File: config.mk
export PLATFORM = sky130hd
export DESIGN_NAME = apb_regfile_slave_flat
export DESIGN_NICKNAME = d
export VERILOG_FILES = /design/src/rtl/apb_regfile_slave_if.sv /design/src/rtl/apb_regfile_slave.sv /design/src/flat_wrapper.sv
export SDC_FILE = /design/constraint.sdc
export NUM_CORES = 1
export LEC_CHECK = 0
export ABC_AREA = 0
export BUFFER_PORTS_ARGS = -buffer_cell sky130_fd_sc_hd__buf_2
export CAP_MARGIN = 40
export CORE_AREA = 2 2 171 123
export DETAILED_ROUTE_END_ITERATION = 12
export DIE_AREA = 0 0 173 125
export PLACE_DENSITY = 0.67
export SYNTH_ARGS = -nofsm -noshare
export SYNTH_HDL_FRONTEND = slang
export SYNTH_SLANG_ARGS = --single-unit
File: constraint.sdc
create_clock -name pclk -period 5.3 [get_ports pclk]
set_clock_uncertainty 0.15 [all_clocks]
set_input_delay 0.265 -clock pclk [delete_from_list [all_inputs] [get_ports pclk]]
set_output_delay 0.265 -clock pclk [all_outputs]
set_load 0.02 [all_outputs]
File: src/rtl/apb_regfile_slave_if.sv
// APB bus bundle for apb_regfile_slave: master drives the request, slave returns data and response.
interface apb_regfile_slave_if #(
  parameter int ADDR_W = 16,
  parameter int DATA_W = 16
);
  logic                  psel;
  logic                  penable;
  logic                  pwrite;
  logic [ADDR_W-1:0]     paddr;
  logic [DATA_W-1:0]     pwdata;
  logic [DATA_W/8-1:0]   pstrb;
  logic [DATA_W-1:0]     prdata;
  logic                  pready;
  logic                  pslverr;

  modport master (
    output psel, penable, pwrite, paddr, pwdata, pstrb,
    input  prdata, pready, pslverr
  );

  modport slave (
    input  psel, penable, pwrite, paddr, pwdata, pstrb,
    output prdata, pready, pslverr
  );
endinterface

File: src/rtl/apb_regfile_slave.sv
// APB configuration register file with wait states, byte strobes, read-only status slots,
// error responses and a sticky protocol-violation flag.
module apb_regfile_slave #(
  parameter int                          ADDR_W      = 16,
  parameter int                          DATA_W      = 16,
  parameter int                          NUM_REGS    = 8,
  parameter int                          WAIT_STATES = 0,
  parameter logic [NUM_REGS-1:0]         RO_MASK     = '0,
  parameter logic [NUM_REGS*DATA_W-1:0]  RESET_VAL   = '0
) (
  input  logic                         pclk,
  input  logic                         preset,
  apb_regfile_slave_if.slave           apb,
  input  logic [NUM_REGS*DATA_W-1:0]   hw_status,
  output logic [NUM_REGS*DATA_W-1:0]   cfg_q,
  output logic [NUM_REGS-1:0]          wr_pulse,
  output logic                         prot_err
);

  localparam int NB    = DATA_W / 8;
  localparam int LSB   = $clog2(NB);
  localparam int IW    = ADDR_W - LSB;
  localparam int IDX_W = (NUM_REGS > 1) ? $clog2(NUM_REGS) : 1;

  typedef enum logic {IDLE, ACCESS} state_t;

  state_t              state, state_nxt;
  logic [3:0]          cnt, cnt_nxt;
  logic                latch, complete, commit, prot_set;

  logic [ADDR_W-1:0]   addr_p0;
  logic                write_p0;
  logic [DATA_W-1:0]   wdata_p0;
  logic [NB-1:0]       strb_p0;

  logic [DATA_W-1:0]   regs [NUM_REGS];
  logic [IW-1:0]       idx_full;
  logic [IDX_W-1:0]    sel;
  logic                unaligned, out_of_range, ro_hit, acc_err;
  logic [DATA_W-1:0]   rdata_c;
  logic [NUM_REGS-1:0] pulse_nxt;

  // Address decode runs on the latched setup-phase values so the response is registered-only.
  assign idx_full     = addr_p0[ADDR_W-1:LSB];
  assign sel          = idx_full[IDX_W-1:0];
  assign out_of_range = 32'(idx_full) >= 32'(NUM_REGS);
  assign ro_hit       = RO_MASK[sel];
  assign acc_err      = unaligned || out_of_range || (write_p0 && ro_hit);

  generate
    if (LSB > 0) begin : g_align
      assign unaligned = |addr_p0[LSB-1:0];
    end else begin : g_noalign
      assign unaligned = 1'b0;
    end
  endgenerate

  always_comb begin
    state_nxt = state;
    cnt_nxt   = cnt;
    latch     = 1'b0;
    complete  = 1'b0;
    prot_set  = 1'b0;
    case (state)
      IDLE: begin
        if (apb.psel && !apb.penable) begin
          latch     = 1'b1;
          cnt_nxt   = 4'(WAIT_STATES);
          state_nxt = ACCESS;
        end else if (apb.psel && apb.penable) begin
          prot_set = 1'b1;
        end
      end
      ACCESS: begin
        if (!apb.psel || !apb.penable) begin
          prot_set  = 1'b1;
          state_nxt = IDLE;
        end else if (cnt == 4'd0) begin
          complete  = 1'b1;
          state_nxt = IDLE;
        end else begin
          cnt_nxt = cnt - 4'd1;
        end
        // The master must hold the request stable; the latched copy is what completes.
        if ((apb.paddr != addr_p0) || (apb.pwrite != write_p0) || (apb.pwdata != wdata_p0))
          prot_set = 1'b1;
      end
      default: state_nxt = IDLE;
    endcase
  end

  assign commit = complete && write_p0 && !acc_err;

  always_comb begin
    pulse_nxt = '0;
    if (commit && (|strb_p0))
      pulse_nxt[sel] = 1'b1;
  end

  always_comb begin
    rdata_c = '0;
    if (ro_hit)
      rdata_c = hw_status[sel*DATA_W +: DATA_W];
    else
      rdata_c = regs[sel];
  end

  // Setup stage: capture the request once; no reset needed since ACCESS is only entered through here.
  always_ff @(posedge pclk) begin
    if (latch) begin
      addr_p0  <= apb.paddr;
      write_p0 <= apb.pwrite;
      wdata_p0 <= apb.pwdata;
      strb_p0  <= apb.pstrb;
    end
  end

  // Completion stage: FSM, sticky flag, write pulses and register storage.
  always_ff @(posedge pclk) begin
    if (preset) begin
      state    <= IDLE;
      cnt      <= 4'd0;
      prot_err <= 1'b0;
      wr_pulse <= '0;
      for (int i = 0; i < NUM_REGS; i++)
        regs[i] <= RESET_VAL[i*DATA_W +: DATA_W];
    end else begin
      state    <= state_nxt;
      cnt      <= cnt_nxt;
      wr_pulse <= pulse_nxt;
      if (prot_set)
        prot_err <= 1'b1;
      if (commit) begin
        for (int b = 0; b < NB; b++)
          if (strb_p0[b])
            regs[sel][b*8 +: 8] <= wdata_p0[b*8 +: 8];
      end
    end
  end

  generate
    for (genvar i = 0; i < NUM_REGS; i++) begin : g_cfg
      assign cfg_q[i*DATA_W +: DATA_W] = RO_MASK[i] ? '0 : regs[i];
    end
  endgenerate

  assign apb.pready  = (state == ACCESS) && (cnt == 4'd0);
  assign apb.pslverr = apb.pready && acc_err;
  assign apb.prdata  = (apb.pready && !write_p0 && !acc_err) ? rdata_c : '0;

endmodule

File: src/flat_wrapper.sv
// flat-port wrapper written by rule: the top's interface ports become plain ports
module apb_regfile_slave_flat 
#(
  parameter int                          ADDR_W      = 16,
  parameter int                          DATA_W      = 16,
  parameter int                          NUM_REGS    = 8,
  parameter int                          WAIT_STATES = 0,
  parameter logic [NUM_REGS-1:0]         RO_MASK     = '0,
  parameter logic [NUM_REGS*DATA_W-1:0]  RESET_VAL   = '0
)
  (pclk, preset, hw_status, cfg_q, wr_pulse, prot_err, apb_psel, apb_penable, apb_pwrite, apb_paddr, apb_pwdata, apb_pstrb, apb_prdata, apb_pready, apb_pslverr);
  apb_regfile_slave_if #(.ADDR_W(ADDR_W), .DATA_W(DATA_W)) apb_i ();
  input  logic pclk;
  input  logic preset;
  input  logic [NUM_REGS*DATA_W-1:0] hw_status;
  output logic [NUM_REGS*DATA_W-1:0] cfg_q;
  output logic [NUM_REGS-1:0] wr_pulse;
  output logic prot_err;
  input wire logic [$bits(apb_i.psel)-1:0] apb_psel;
  input wire logic [$bits(apb_i.penable)-1:0] apb_penable;
  input wire logic [$bits(apb_i.pwrite)-1:0] apb_pwrite;
  input wire logic [$bits(apb_i.paddr)-1:0] apb_paddr;
  input wire logic [$bits(apb_i.pwdata)-1:0] apb_pwdata;
  input wire logic [$bits(apb_i.pstrb)-1:0] apb_pstrb;
  output wire logic [$bits(apb_i.prdata)-1:0] apb_prdata;
  output wire logic [$bits(apb_i.pready)-1:0] apb_pready;
  output wire logic [$bits(apb_i.pslverr)-1:0] apb_pslverr;
  assign apb_i.psel = apb_psel;
  assign apb_i.penable = apb_penable;
  assign apb_i.pwrite = apb_pwrite;
  assign apb_i.paddr = apb_paddr;
  assign apb_i.pwdata = apb_pwdata;
  assign apb_i.pstrb = apb_pstrb;
  assign apb_prdata = apb_i.prdata;
  assign apb_pready = apb_i.pready;
  assign apb_pslverr = apb_i.pslverr;
  apb_regfile_slave #(.ADDR_W(ADDR_W), .DATA_W(DATA_W), .NUM_REGS(NUM_REGS), .WAIT_STATES(WAIT_STATES), .RO_MASK(RO_MASK), .RESET_VAL(RESET_VAL)) u_core (.pclk(pclk), .preset(preset), .apb(apb_i), .hw_status(hw_status), .cfg_q(cfg_q), .wr_pulse(wr_pulse), .prot_err(prot_err));
endmodule
==> flow_summary.ini <==
[clock_network]
insertion_delay_ns = 0.43
clkTransAtPathRegs_ns = 0.07
post_cts_resize_count = 0
root_buffer = clkbuf_16
numClockSinks = 180
holdBufCountCts = 35
clockBufferDepth = 2
numCtsBuffers = 17
h-tree-depth = 4
cts_setup_buffers = 0
cts_tree = built

[die]
core_mm2 = 0.0201
fp.dieW_um = 173
io_pins = 322
initial_core_util_pct = 38.9
rows = 44
fp.dieH_um = 125
dieArea_mm2 = 0.0216

[route]
avgViaCountPerCell = 4.94
vias = 5380
dr.pass1.iters = 7
routed_wl_mm = 21.0
wl_per_cell_um = 19.2
ant_nets = 0
drc = 0
drt_iter0_drc = 431

[power]
power_per_cell_area_mw_per_mm2 = 308
power_frac_seq_pct = 52.3
vdd_drop_max_uv = 173
pwr-share-clk_pct = 38.2
internal-power_mw = 2.37
swShare_pct = 23.9
p_leak_nw = 3.99
comb_power_share_pct = 9.5
power_switching_mw = 0.742

[final_layout]
layout-drive-gt1-share_pct = 34.2
fill_cells = 1744
final_util_pct = 50.0
nets = 969
area_growth_pct = 28.6
diodes = 0

[timing]
worst_pin_slew_ns = 0.751
relSlewSlack_pct = 49.8
rsz0062_at_grt = false
fin_setup_tns_ns = 0
final_hold_viol_count = 0
slew_viol_final = 0
finalSetupViolCount = 0
fmaxAchievable_ghz = 0.325
post-route-period-util_pct = 58.0
min_period_ns = 3.07

[logic_synthesis]
avgSynthCellArea_um2 = 13.9
ys_seq_area_share_pct = 66.8
synth-edff-count = 163
synthesis.nets = 732
yosysWarnings = 0
synth-seq-cells = 180
synth.cell_area_mm2 = 0.00784
synthCells = 564
async_reset_ff_share_pct = 0
synthFlopType = edfxtp_1
synth.distinct_cells = 34

[setup_path]
startpoint_type = flop
r2r-end = u_core.regs[3][7]
worstPathMaxFanout = 16
r2r-start = u_core.cnt[0]
crit_required_ns = 4.89
cp.arrival_ns = 2.66
setup.worst_path.class = flop to output pin
end_kind = output pin
reg2reg_depth = 7
reg2reg_slack_ns = 2.50

[flow_run]
cap_viol_max_count = 0

[status]
run_status = completed

[worst_hold_path]
worstHoldPathCells = 3
hold_start = apb_psel
hold_path.class = input port to flop
min_to = u_core.prot_err

[global_route]
grt_overflow = 0
grt_usage_pct = 19.7
grt_pass1_wl_mm = 31.6
grt_antenna_before_repair = 0
grt_max_degree = 33
grt_pass1_vias = 5273

[place]
hpwl_mm = 15.3
port_buffers = 193
place_congestion = 0.798
registers in the layout (all words and copies together) (netlist names), named ones only:
| name | count |
|---|---|
| u_core.addr_p0 | 16 |
| u_core.cnt | 4 |
| u_core.prot_err | 1 |
| u_core.regs | 128 |
| u_core.state | 1 |
| u_core.strb_p0 | 2 |
| u_core.wdata_p0 | 16 |
| u_core.wr_pulse | 8 |
| u_core.write_p0 | 1 |
through the flow:
step	total power, mW	instances	hold WS [ns]	instance area, um^2	worst slack [ns]
after detailed placement	1.93	1023	0.303	9190	2.48
after global routing	3.20	1089	0.0627	10100	2.04
after floorplan	1.82	564	0.193	7840	1.17
final	3.11	1089	0.0510	10100	2.23
after global placement	1.93	1012	0.293	9080	2.30
after CTS	3.12	1089	0.0273	10100	2.16
layer usage:
metal  vias up  share of wire, %  track usage (%)
li1       2508                 -                -
met1      2626                48             29.6
met2       234                43             28.6
met3        12               8.0             5.02
met4         0              0.97             4.59
met5         -                 0                0
cell usage in the layout, fill, tap and decap left out, types with 2 or more instances in the layout:
cell type / count
xnor2_1: 26
nand2_1: 28
buf_4: 16
clkinv_2: 3
o21bai_1: 10
nand4_1: 7
clkinv_4: 2
nor2_1: 160
mux4_2: 32
nor4_1: 5
dfxtp_1: 16
a21o_1: 6
buf_2: 193
nor3_1: 6
and2_1: 2
inv_1: 4
dlygate4sd3_1: 35
nand3_1: 3
xor2_1: 9
mux2i_1: 16
nor2b_1: 8
mux2_2: 3
nor3_4: 2
inv_6: 3
clkbuf_1: 2
nand2b_1: 17
clkinvlp_4: 2
edfxtp_1: 163
clkbuf_16: 17
a21oi_1: 2
synthesized netlist by cell type, types with 2 or more instances:
cell / instances / area share, %
a21oi_1: 2 / 0.13
mux4_2: 32 / 9.2
edfxtp_1: 163 / 62
xnor2_1: 26 / 2.9
mux2i_1: 16 / 2.0
and2_1: 2 / 0.16
a21o_1: 6 / 0.57
nand3_1: 3 / 0.19
nand2_1: 28 / 1.3
buf_2: 12 / 0.77
o21bai_1: 10 / 0.96
nor4_1: 5 / 0.40
nor2_1: 160 / 7.7
nand4_1: 7 / 0.56
nor2b_1: 8 / 0.64
clkbuf_1: 14 / 0.67
inv_1: 4 / 0.19
nand2b_1: 17 / 1.4
nor3b_1: 2 / 0.19
mux2_2: 3 / 0.43
xor2_1: 9 / 1.0
nor3_4: 2 / 0.42
nor3_1: 6 / 0.38
dfxtp_1: 17 / 4.3
cells by family after synthesis:
family | after synthesis | synth area share [%]
flip-flops | 180 | 66.8
adder cells (fa/ha/maj) | 1 | 0.160
AND/OR/NAND/NOR | 247 | 14.0
AO/OA/AOI/OAI | 19 | 1.76
XOR/XNOR | 35 | 3.91
buffers and inverters | 31 | 1.68
multiplexers | 51 | 11.7
layout make-up:
type	instances	area (um^2)	area share [%]
sequential	180	5240	52.0
multi-input combinational	353	2480	24.6
timing repair buffer	245	1460	14.5
clock buffer	19	433	4.30
tap	276	345	3.43
clock inverter	12	108	1.07
inverter	4	15.0	0.149
worst max path at each step:
stage	slack (ns)	startpoint	end
2_1_floorplan	1.17	u_core.state	u_core.cnt[0]
3_3_place_gp	2.30	u_core.cnt[0]	u_core.regs[3][14]
3_5_place_dp	2.48	u_core.addr_p0[4]	u_core.regs[7][1]
4_1_cts	2.16	u_core.addr_p0[4]	apb_prdata[15]
5_1_grt	2.04	u_core.addr_p0[7]	apb_prdata[5]
6_report	2.23	u_core.addr_p0[4]	apb_prdata[15]
worst max-delay path, stage by stage (launching register included):
cell	delay, ns
edfxtp_1	0.40
nor4_1	0.35
nand4_1	0.40
or3b_1	0.58
buf_16	0.20
nor2_1	0.10
buf_2	0.20
power by group through the flow:
stage	Sequential [mW]	Combinational [mW]	Clock, mW
6_report	1.63	0.294	1.19
5_1_grt	1.63	0.317	1.25
4_1_cts	1.63	0.297	1.20
3_5_place_dp	1.66	0.276	0
3_3_place_gp	1.66	0.268	0
2_1_floorplan	1.69	0.135	0
(Power assumes the default switching activity.)
